File: config.mk
export PLATFORM = sky130hd
export DESIGN_NAME = lc3_ctrl
export DESIGN_NICKNAME = d
export VERILOG_FILES = /design/src/rtl/lc3_pkg.sv /design/src/rtl/lc3_opclass.sv /design/src/rtl/lc3_ctrl.sv
export SDC_FILE = /design/constraint.sdc
export NUM_CORES = 1
export LEC_CHECK = 0
export CORE_MARGIN = 1
export CORE_UTILIZATION = 39
export DETAILED_ROUTE_END_ITERATION = 16
export GPL_ROUTABILITY_DRIVEN = 1
export PLACE_DENSITY_LB_ADDON = 0.12
export SYNTH_ARGS = -nofsm -noshare
export SYNTH_HDL_FRONTEND = slang
export SYNTH_SLANG_ARGS = --single-unit
File: constraint.sdc
create_clock -name clk -period 1.5 [get_ports clk]
set_input_delay 0.375 -clock clk [delete_from_list [all_inputs] [get_ports clk]]
set_output_delay 0.375 -clock clk [all_outputs]
set_load 0.01 [all_outputs]
File: src/rtl/lc3_pkg.sv
// Shared LC-3 controller definitions.
// Opcodes, the HALT trap word, controller states and the opcode class bundle.
package lc3_pkg;

  localparam logic [3:0] OP_BR   = 4'h0;
  localparam logic [3:0] OP_ADD  = 4'h1;
  localparam logic [3:0] OP_LD   = 4'h2;
  localparam logic [3:0] OP_ST   = 4'h3;
  localparam logic [3:0] OP_JSR  = 4'h4;
  localparam logic [3:0] OP_AND  = 4'h5;
  localparam logic [3:0] OP_LDR  = 4'h6;
  localparam logic [3:0] OP_STR  = 4'h7;
  localparam logic [3:0] OP_RTI  = 4'h8;
  localparam logic [3:0] OP_NOT  = 4'h9;
  localparam logic [3:0] OP_LDI  = 4'hA;
  localparam logic [3:0] OP_STI  = 4'hB;
  localparam logic [3:0] OP_JMP  = 4'hC;
  localparam logic [3:0] OP_RES  = 4'hD;
  localparam logic [3:0] OP_LEA  = 4'hE;
  localparam logic [3:0] OP_TRAP = 4'hF;

  localparam logic [15:0] TRAP_HALT = 16'hF025;

  typedef enum logic [3:0] {
    S_IDLE,
    S_FETCH,
    S_WAIT_IR,
    S_DECODE,
    S_EXEC,
    S_MEM,
    S_WAIT_MEM,
    S_WB,
    S_NEXT,
    S_HALT
  } state_t;

  typedef struct packed {
    logic is_load;
    logic is_store;
    logic is_indirect;
    logic is_wb;
    logic is_illegal;
  } opclass_t;

endpackage

File: src/rtl/lc3_opclass.sv
// LC-3 opcode classifier.
// Pure combinational grouping of the 4-bit opcode.
module lc3_opclass
  import lc3_pkg::*;
(
  input  logic [3:0] opcode,
  output opclass_t   cls
);

  always_comb begin
    cls = '0;
    unique case (opcode)
      OP_LD, OP_LDR: cls.is_load = 1'b1;
      OP_LDI: begin
        cls.is_load     = 1'b1;
        cls.is_indirect = 1'b1;
      end
      OP_ST, OP_STR: cls.is_store = 1'b1;
      OP_STI: begin
        cls.is_store    = 1'b1;
        cls.is_indirect = 1'b1;
      end
      OP_ADD, OP_AND, OP_NOT,
      OP_LEA, OP_JSR: cls.is_wb = 1'b1;
      OP_RTI, OP_RES: cls.is_illegal = 1'b1;
      default: ;
    endcase
  end

endmodule

File: src/rtl/lc3_ctrl.sv
// LC-3 multi-cycle instruction sequencer.
// Outputs are decoded from registered state only.
module lc3_ctrl
  import lc3_pkg::*;
(
  input  logic        clk,
  input  logic        rst,
  input  logic        run,
  input  logic [15:0] mem_rdata,
  input  logic        mem_rvalid,
  output logic        mem_req,
  output logic        mem_we,
  output logic        fetch_start,
  output logic [15:0] ir,
  output logic [3:0]  opcode,
  output logic        decode_en,
  output logic        exec_en,
  output logic        wb_en,
  output logic        halted,
  output logic        illegal,
  output logic [15:0] instr_cnt
);

  state_t   state, state_nx;
  logic     ind;
  opclass_t cls;

  assign opcode = ir[15:12];

  lc3_opclass u_opclass (
    .opcode(ir[15:12]),
    .cls   (cls)
  );

  always_ff @(posedge clk or posedge rst) begin
    if (rst) begin
      state     <= S_IDLE;
      ir        <= 16'h0000;
      instr_cnt <= 16'h0000;
      ind       <= 1'b0;
      illegal   <= 1'b0;
    end else begin
      state <= state_nx;
      if (state == S_WAIT_IR && mem_rvalid)
        ir <= mem_rdata;
      // first half of LDI/STI fetched the pointer
      if (state == S_WAIT_MEM && mem_rvalid && cls.is_indirect)
        ind <= 1'b1;
      if (state == S_DECODE && ir != TRAP_HALT && cls.is_illegal)
        illegal <= 1'b1;
      if (state == S_NEXT) begin
        instr_cnt <= instr_cnt + 16'd1;
        ind       <= 1'b0;
      end
    end
  end

  always_comb begin
    state_nx = state;
    unique case (state)
      S_IDLE:    if (run) state_nx = S_FETCH;
      S_FETCH:   state_nx = S_WAIT_IR;
      S_WAIT_IR: if (mem_rvalid) state_nx = S_DECODE;
      S_DECODE: begin
        if (ir == TRAP_HALT || cls.is_illegal)
          state_nx = S_HALT;
        else
          state_nx = S_EXEC;
      end
      S_EXEC: begin
        if (cls.is_load || cls.is_store)
          state_nx = S_MEM;
        else if (cls.is_wb)
          state_nx = S_WB;
        else
          state_nx = S_NEXT;
      end
      S_MEM: state_nx = S_WAIT_MEM;
      S_WAIT_MEM: begin
        if (mem_rvalid) begin
          if (cls.is_indirect && !ind)
            state_nx = S_MEM;
          else if (cls.is_load)
            state_nx = S_WB;
          else
            state_nx = S_NEXT;
        end
      end
      S_WB:   state_nx = S_NEXT;
      S_NEXT: state_nx = run ? S_FETCH : S_IDLE;
      S_HALT: state_nx = S_HALT;
      default: state_nx = S_IDLE;
    endcase
  end

  logic in_mem;
  assign in_mem = (state == S_MEM) || (state == S_WAIT_MEM);

  always_comb begin
    mem_req     = 1'b0;
    mem_we      = 1'b0;
    fetch_start = 1'b0;
    decode_en   = 1'b0;
    exec_en     = 1'b0;
    wb_en       = 1'b0;
    halted      = 1'b0;
    unique case (1'b1)
      state == S_FETCH,
      state == S_WAIT_IR: mem_req = 1'b1;
      in_mem: begin
        mem_req = 1'b1;
        // STI reads its pointer before writing
        mem_we  = cls.is_store && (!cls.is_indirect || ind);
      end
      state == S_DECODE: decode_en   = 1'b1;
      state == S_EXEC:   exec_en     = 1'b1;
      state == S_WB:     wb_en       = 1'b1;
      state == S_NEXT:   fetch_start = 1'b1;
      state == S_HALT:   halted      = 1'b1;
      default: ;
    endcase
  end

endmodule

Yosys cells after proc, flatten, opt, wreduce, memory -nomap -nowiden
Cells that the tools add are included.
Widths: inputs -> output; s select.
{"block": "classes", "add_sub_neg": 1, "eq_ne": 27, "n_mux": 24, "reduce_logical": 22}
{"operator": "$pmux 4 s10", "count": 1}
{"operator": "$eq 4x3->1 const B", "count": 8}
{"operator": "$eq 4x4->1 const B", "count": 8}
{"operator": "$mux 4", "count": 8}
{"operator": "$add 16x1->16 const B", "count": 1}
{"operator": "$eq 16x16->1 const B", "count": 1}
{"operator": "$eq 4x2->1 const B", "count": 4}
{"operator": "$ne 16x16->1 const B", "count": 1}
{"operator": "$mux 1", "count": 15}
{"operator": "$reduce_or 3->1", "count": 3}
{"operator": "$eq 4x1->1 const B", "count": 2}
{"operator": "$logic_and 1x1->1", "count": 7}
{"operator": "$ne 2x2->1 const B", "count": 3}
{"operator": "$reduce_or 5->1", "count": 1}
{"operator": "$logic_not 4->1", "count": 1}
{"operator": "$logic_or 1x1->1", "count": 4}
{"operator": "$reduce_or 2->1", "count": 2}
{"operator": "$reduce_and 3->1", "count": 1}
{"operator": "$logic_not 1->1", "count": 2}
{"operator": "$reduce_bool 2->1", "count": 1}
{"block": "word_totals", "ff_bits": 38, "inputBits": 20, "out_inout_bits": 44, "elab_cells": 79}

Logic depth before layout (Yosys ltp)
Gate-level depths: netlist of the first run.
{"block": "logic_depth", "word_depth": 7, "mapped_depth": 7, "ltp_nobuf": 5}

Hierarchy
From an unflattened synthesis of the first run, not the netlist that was laid out.
{"block": "hier_totals", "cells_unflattened": 174, "area_unflattened_um2": 1951.9}
{"mod": "lc3_ctrl", "n_inst": 1, "cells_per_inst": 163, "area_each_um2": 1886.8, "seq_area_each_um2": 950.9}
{"mod": "lc3_opclass", "n_inst": 1, "cells_per_inst": 11, "area_each_um2": 65.1, "seq_area_each_um2": 0.0}

Worst setup path before layout of the first run
OpenSTA, ideal clock, no wires.
{"block": "synth_timing", "kind": "register -> register", "from": "register state[1]", "to": "register instr_cnt[11]", "setup_time_ns": 0.125, "t_arrival_ns": 1.565, "t_required_ns": 1.375, "slack_ns": -0.190, "path_stages_with_launch": 7, "n_path_buf": 1, "period_less_slack_ns": 1.690, "cell_sequence": "dfrtp_1 -> buf_6 -> nor4b_4 -> nand3_2 -> nor2_2 -> nand3_1 -> xnor2_1"}
{"block": "synth_via", "elab_chain_len": 1}
{"element": "from (decl)", "line": "lc3_ctrl.sv:24", "source": "state_t state, state_nx;"}
{"element": "from (signal assigned)", "line": "lc3_ctrl.sv:43", "source": "state <= state_nx;"}
{"element": "$eq 4x4->1", "line": "lc3_ctrl.sv:51", "source": "if (state == S_NEXT) begin"}
{"element": "to (signal assigned)", "line": "lc3_ctrl.sv:52", "source": "instr_cnt <= instr_cnt + 16'd1;"}
{"element": "to (decl)", "line": "lc3_ctrl.sv:21", "source": "output logic [15:0] instr_cnt"}
Every way passes these cells.
A chain may end at the register's enable or synchronous reset.

Worst setup path after layout of the first run
{"block": "layout_timing", "from": "register state[2]", "to": "output fetch_start"}
{"block": "layout_via", "elab_chain_len": 2}
{"element": "$eq 4x4->1", "line": "lc3_ctrl.sv:118", "source": "state == S_NEXT: fetch_start = 1'b1;"}
{"element": "$mux 1", "line": "lc3_ctrl.sv:107", "source": "unique case (1'b1)"}
{"element": "to (decl)", "line": "lc3_ctrl.sv:13", "source": "output logic fetch_start,"}
Every way passes these cells.

==> metrics, run 1 <==
fraction of layout cells with a size suffix above 1=0.487; total track usage=0.228; setup violators final=43; yosys warns=0; vias in the first global route=1836; pre-CTS worst setup slack=-0.435 ns; fill cell count=349; total power draw=6.90 mW; DRC Markers=0; slack of the critical path=-0.347 ns; Mapped Area=1930 µm²; wire per inst=16.2 µm; post-place instance area=2880 µm²; min-delay worst type=in -> async; Top cell by count, worst path=buf_6; Die X=72.4 µm; Setup CP Type=reg -> out; final hold violation count=0; Synth Area in Simple Gates=0.188; WP buf/inv=3; Clk pin slew, worst setup/hold paths=0.07 ns; Area growth syn-to-layout=81.3%; pin count of the biggest net entering global routing=22; fin nets=318; Cells after Synth=175; PD cells=1970 nW/µm²; # diodes=0; status=finished with violations; Finished Layout Cells=365; main combinational cell family by area after synthesis=simple AND/OR/NAND/NOR gates; post-synthesis compound-gate area fraction=0.0823; proportion of synthesized area in mux cells=0.104; Slew headroom=0.778; design area=3500 µm²; fmax=541 MHz; Max Cap Viol=0; Synth Area in Adders=0.00648; antenna violations before repair=0; Setup crit end kind=primary output; Cell variety after synth=43; Seq/Total Area, Yosys=0.492; critical path's largest stage delay=0.42 ns; Final GP Congestion=0.770; Placed Instances=329; CTS buffer count=5; Avg Cell Area, Syn=11.0 µm²; DP HPWL=3.67 mm; Core Box Area=4750 µm²; Port Buffers=63; crit start category=register; final WL=5.92 mm; Lkg Pwr=1.68 nW; min Tclk post-route=1.85 ns; Post-Syn Nets=196; RSZ-0062 raised after global routing=yes; worst path arrival time=1.47 ns; IO Count=64; worst slew pin tran=0.331 ns; CTS max path bufs=2; Skew-Pair Late Insertion Delay=0.29 ns; Tcrit/Tclk final=1.23; worst clock skew=0.00579 ns; worst-path cell chain=buf_6 -> buf_6 -> nor4b_4 -> buf_2; register area=955 µm²; Core Util, Final=0.737; Worst path slowest cell=dfrtp_1; first-pass GRT wire length=9.03 mm; Pins Over Slew Limit=0; commonest non-fill, non-tap cell in the layout=buf_4; Die H=72.4 µm; peak supply drop=1.16 mV; failing checks=negative setup slack; Post-Synth XOR/XNOR Area=0.0771; std cell rows=25; area of the multi-input gates=1140 µm²; DR iter-0 viols=51; First-pass DRT Iterations=4; Die Area=5240 µm²; flops & latches, synth=38; critical path data required time=1.12 ns; global route overflow=0; H-tree Lvls=2; post-route ant nets=0; CP max FO=3; Initial Utilization=0.406; Root Buffer=clkbuf_8; post-DR vias/cell=4.96; vias=1810; Clock Sinks=38; commonest non-fill, non-tap cells in the layout=buf_4, dfrtp_1, dlygate4sd2_1; CTS tree=done; delay-heaviest family, CP=buffers and inverters
==> worst paths after layout <==
path                                        endpoint  cells past startpoint  slack (ns)                 start
setup reg to reg           instr_cnt[11]$_DFFE_PP0P_                      8       -0.31  state[2]$_DFFE_PP0P_
hold / removal                     ir[4]$_DFFE_PP0P_                      3        0.41                   rst
min in group clk                 illegal$_DFFE_PP0P_                      1        0.47   illegal$_DFFE_PP0P_
setup / recovery                         fetch_start                      4       -0.35  state[2]$_DFFE_PP0P_
max in group asynchronous       state[1]$_DFFE_PP0P_                      3        0.84                   rst
hold reg to reg                  illegal$_DFFE_PP0P_                      1        0.47   illegal$_DFFE_PP0P_
==> report_power, final <==
| group | total (mW) | internal [mW] | switching (mW) |
|---|---|---|---|
| Sequential | 1.65 | 1.38 | 0.273 |
| Combinational | 4.18 | 2.36 | 1.82 |
| Clock | 1.07 | 0.709 | 0.363 |
==> layout make-up <==
cell class	instances	share of cell area
repair buffers	129	0.333
multi-input cells	120	0.326
flip-flops and latches	38	0.273
well taps	67	0.0239
clock buffers	6	0.0236
clock inverters	2	0.0171
inverters	3	0.00322
==> synthesized netlist by cell type, drive strengths merged <==
cell    number  area [µm²]
nand4        4        25.0
nand3b       1        7.51
o22ai        1        6.26
o21ai        3        15.0
or3          1        6.26
ha           1        12.5
buf         11        71.3
nand3       11        60.1
a21oi        6        30.0
a221o        2        20.0
nor2        11        43.8
nor4b        3        41.3
a211o        1        8.76
nand2        8        32.5
nor3b        2        15.0
o211ai       1        7.51
o21a         3        22.5
and3         5        31.3
mux2        17         191
a211oi       1        7.51
a21o         3        22.5
a32o         1        10.0
dfrtp       38         951
inv          3        11.3
nor2b        3        18.8
nor3         3        15.0
mux2i        1        10.0
or3b         1        8.76
nand2b       5        31.3
xnor2       13         114
nor4bb       1        10.0
xor2         4        35.0
and3b        1        8.76
and4         1        8.76
o311ai       1        8.76
clkbuf       3        12.5
==> metal layers <==
metal / routed length [µm] / share of wire / GRT usage / vias to the layer above
li1: - / - / - / 856
met1: 2410 / 0.41 / 0.278 / 891
met2: 3110 / 0.52 / 0.388 / 49
met3: 249 / 0.042 / 0.0542 / 14
met4: 149 / 0.025 / 0.0937 / 0
met5: 0 / 0 / 0 / -
==> cell families (layout without fill, tap and decap cells) <==
family | count (synthesis) | after routing
AND/OR/NAND/NOR | 61 | 61
buffers and inverters | 17 | 140
AO/OA/AOI/OAI | 23 | 23
multiplexers | 18 | 18
XOR/XNOR | 17 | 17
flip-flops | 38 | 38
adder cells (fa/ha/maj) | 1 | 1
==> state kept, by name (all words and copies together), names as in the netlist <==
register / cells
instr_cnt: 16
ir: 16
state: 4
illegal: 1
ind: 1
==> worst reg2reg max path, cell delays in order, from the launching register on <==
cell     delay, ns
dfrtp_1       0.42
buf_6         0.14
buf_6         0.11
nor4b_4       0.32
buf_6         0.20
nand3_4       0.08
nor2_4        0.18
nand3_1       0.13
xnor2_1       0.14
==> stage by stage <==
| step | hold slack [ns] | setup TNS [ns] |
|---|---|---|
| 2_1_floorplan | 0.493 | -1.65 |
| 3_3_place_gp | 0.449 | -8.79 |
| 3_5_place_dp | 0.448 | -9.62 |
| 4_1_cts | 0.412 | -5.56 |
| 5_1_grt | 0.452 | -8.95 |
| 6_report | 0.412 | -6.36 |
==> repair_timing <==
| item | CTS | global route |
|---|---|---|
| pin swaps | 15 | 25 |
| resized for setup | 106 | 52 |
| hold buffers | 0 | 0 |
| setup endpoints to repair | 63 | 45 |
| buffers inserted | 20 | 13 |
Note: power is estimated with default switching activity, not from simulation.
==> inputs of run 2 (changes only) <==
--- a/config.mk
+++ b/config.mk
@@ -9,6 +9,7 @@
 export CORE_UTILIZATION = 39
 export DETAILED_ROUTE_END_ITERATION = 16
 export GPL_ROUTABILITY_DRIVEN = 1
+export HOLD_SLACK_MARGIN = 0.12
 export PLACE_DENSITY_LB_ADDON = 0.12
 export SYNTH_ARGS = -nofsm -noshare
 export SYNTH_HDL_FRONTEND = slang
==> results of run 2 <==
Final layout, timing and power as in run 1 (identical DEF).
==> inputs of run 3 (changes only) <==
--- a/config.mk
+++ b/config.mk
@@ -5,10 +5,10 @@
 export SDC_FILE = /design/constraint.sdc
 export NUM_CORES = 1
 export LEC_CHECK = 0
-export CORE_MARGIN = 1
+export CORE_MARGIN = 1.5
 export CORE_UTILIZATION = 39
 export DETAILED_ROUTE_END_ITERATION = 16
-export GPL_ROUTABILITY_DRIVEN = 1
+export GPL_ROUTABILITY_DRIVEN = 0
 export HOLD_SLACK_MARGIN = 0.12
 export PLACE_DENSITY_LB_ADDON = 0.12
 export SYNTH_ARGS = -nofsm -noshare
==> run 3 against run 2 <==
The run still ends with negative setup slack left. Combinational power shrank 3%. Total power shrank 1.3%. Critical path depth shrank 1. Design area shrank 1.2%. Hold slack gained 0.00067 ns. Largest power group unchanged. Count of clock-buffer cells in the layout is the same. Sequential share of layout area grew 0.40 points. Setup slack gained 0.043 ns. Critical endpoint unchanged.
==> metrics, run 3 (synthesis results as in run 1) <==
commonest non-fill, non-tap cell in the layout=buf_4; commonest non-fill, non-tap cells in the layout=buf_4, dfrtp_1, dlygate4sd2_1; post-place instance area=2860 µm² (-0.52%); antenna violations before repair=0 (unchanged); Max Cap Viol=0 (unchanged); number of hold buffers added after CTS=0 (unchanged); register area=957 µm² (+0.26%); worst path arrival time=1.43 ns (-0.04 ns); min-delay worst type=in -> async; peak supply drop=1.09 mV (-6.5%); Core Box Area=4750 µm² (unchanged); Regs by FF count=instr_cnt: 16 flops, ir: 16 flops, state: 4 flops; final WL=6.02 mm (+1.7%); CP max FO=6 (+3); total track usage=0.222 (-0.00680); worst slew pin tran=0.339 ns (+0.00762 ns); Worst path slowest cell=dfrtp_2; Clk pin slew, worst setup/hold paths=0.08 ns (about the same); reg2reg end=instr_cnt[15]$_DFFE_PP0P_; CTS buffer count=5 (unchanged); vias in the first global route=1865 (+1.6%); Die H=73.4 µm (+1.4%); DR iter-0 viols=43 (-16%); R2R depth=7 (-1); First-pass DRT Iterations=4 (unchanged); critical path data required time=1.12 ns (about the same); Clock Sinks=38 (unchanged); Finished Layout Cells=358 (-1.9%); status=finished with violations; failing checks=negative setup slack; RSZ-0062 raised after global routing=yes; Setup CP Type=reg -> out; slack of the critical path=-0.304 ns (+0.0433 ns); vias=1792 (-0.99%); min Tclk post-route=1.80 ns (-0.0433 ns); crit start category=register; design area=3460 µm² (-1.2%); fill cell count=352 (+0.86%); fraction of layout cells with a size suffix above 1=0.491 (+0.00483); global route overflow=0 (unchanged); # diodes=0 (unchanged); fin nets=311 (-2.2%); setup violators final=43 (unchanged); final hold violation count=0 (unchanged); Die Area=5380 µm² (+2.8%); CTS tree=done; wire per inst=16.8 µm (+3.7%); flop-to-flop setup slack=-0.29 ns (+0.02 ns); Port Buffers=63 (unchanged); Lkg Pwr=1.64 nW (-2.2%); H-tree Lvls=2 (unchanged); critical path's largest stage delay=0.42 ns (about the same); pin count of the biggest net entering global routing=22 (unchanged); Root Buffer=clkbuf_8; Setup crit end kind=primary output; Pins Over Slew Limit=0 (unchanged); fmax=554 MHz (+2.4%); worst-path cell chain=buf_6 -> nor4b_4 -> buf_2; total power draw=6.81 mW (-1.3%); Core Util, Final=0.728 (-0.00868); first-pass GRT wire length=9.05 mm (+0.14%); Initial Utilization=0.406 (unchanged); DRC Markers=0 (unchanged); worst r2r src=state[2]$_DFFE_PP0P_; Slew headroom=0.771 (-0.00733); CTS max path bufs=2 (unchanged); post-route ant nets=0 (unchanged); PD cells=1970 nW/µm² (-0.11%); Placed Instances=327 (-0.61%); worst clock skew=0.00855 ns (+0.00276 ns); Die X=73.4 µm (+1.4%); Skew-Pair Late Insertion Delay=0.29 ns (about the same); post-DR vias/cell=5.01 (+0.94%); pre-CTS worst setup slack=-0.391 ns (+0.0444 ns); area of the multi-input gates=1130 µm² (-0.66%); DP HPWL=3.67 mm (about the same); Area growth syn-to-layout=79.1%; IO Count=64 (unchanged); Tcrit/Tclk final=1.20 (-0.0289); std cell rows=25 (unchanged)
[run 3: cell types whose count changed in the layout (fill, tap and decap cells not counted), moves of 3 or more]
| cell | change |
|---|---|
| dlygate4sd2_1 | +3 |
| clkbuf_2 | +3 |
| buf_4 | -8 |
| clkdlybuf4s15_1 | -6 |
| nor2_1 | -3 |
[run 3: where the power goes]
| group | total (mW) | internal, mW | switching [mW] |
|---|---|---|---|
| clock | 1.07 | 0.709 | 0.363 |
| sequential | 1.69 | 1.38 | 0.310 |
| combinational | 4.05 | 2.26 | 1.79 |
| total | 6.81 | 4.35 | 2.47 |
[run 3: what timing repair did]
item	CTS	global route
gates resized for setup	110	51
setup buffers	14	12
pin swaps	18	31
cloned	1	0
endpoints found under the setup margin	66	47
[run 3: how the worst max path moves through the flow]
stage	startpoint	to	slack (ns)	cells past startpoint
final	state[2]$_DFFE_PP0P_	fetch_start	-0.30	3
after global routing	state[2]$_DFFE_PP0P_	instr_cnt[15]$_DFFE_PP0P_	-0.37	7
after CTS	state[0]$_DFFE_PP0P_	fetch_start	-0.28	3
after detailed placement	state[0]$_DFFE_PP0P_	halted	-0.39	2
after global placement	state[2]$_DFFE_PP0P_	mem_we	-0.36	4
after floorplan	state[2]$_DFFE_PP0P_	instr_cnt[11]$_DFFE_PP0P_	-0.18	6
[run 3: routing by layer]
metal | track usage | up-vias | share of wire
li1 | - | 838 | -
met1 | 0.298 | 890 | 0.41
met2 | 0.360 | 52 | 0.53
met3 | 0.0412 | 12 | 0.038
met4 | 0.0782 | 0 | 0.019
met5 | 0 | - | 0
[run 3: critical path, delay by kind of cell, from the launching register on]
family | cells | cell delay, ns
flops | 1 | 0.42
simple gates | 1 | 0.38
buf+inv | 2 | 0.34
[run 3: area by class of cell]
cell class                      instances  share of cell area
Clock inverter                          2              0.0174
Sequential cell                        38               0.277
Tap cell                               67              0.0242
Multi-Input combinational cell        120               0.328
Timing Repair Buffer                  122               0.327
Inverter                                3             0.00325
Clock buffer                            6              0.0239
[run 3: metrics by stage]
step / hold slack, ns / TNS [ns]
5_1_grt: 0.443 / -7.35
4_1_cts: 0.419 / -5.34
3_3_place_gp: 0.458 / -7.48
6_report: 0.412 / -5.05
2_1_floorplan: 0.493 / -1.65
3_5_place_dp: 0.456 / -7.74
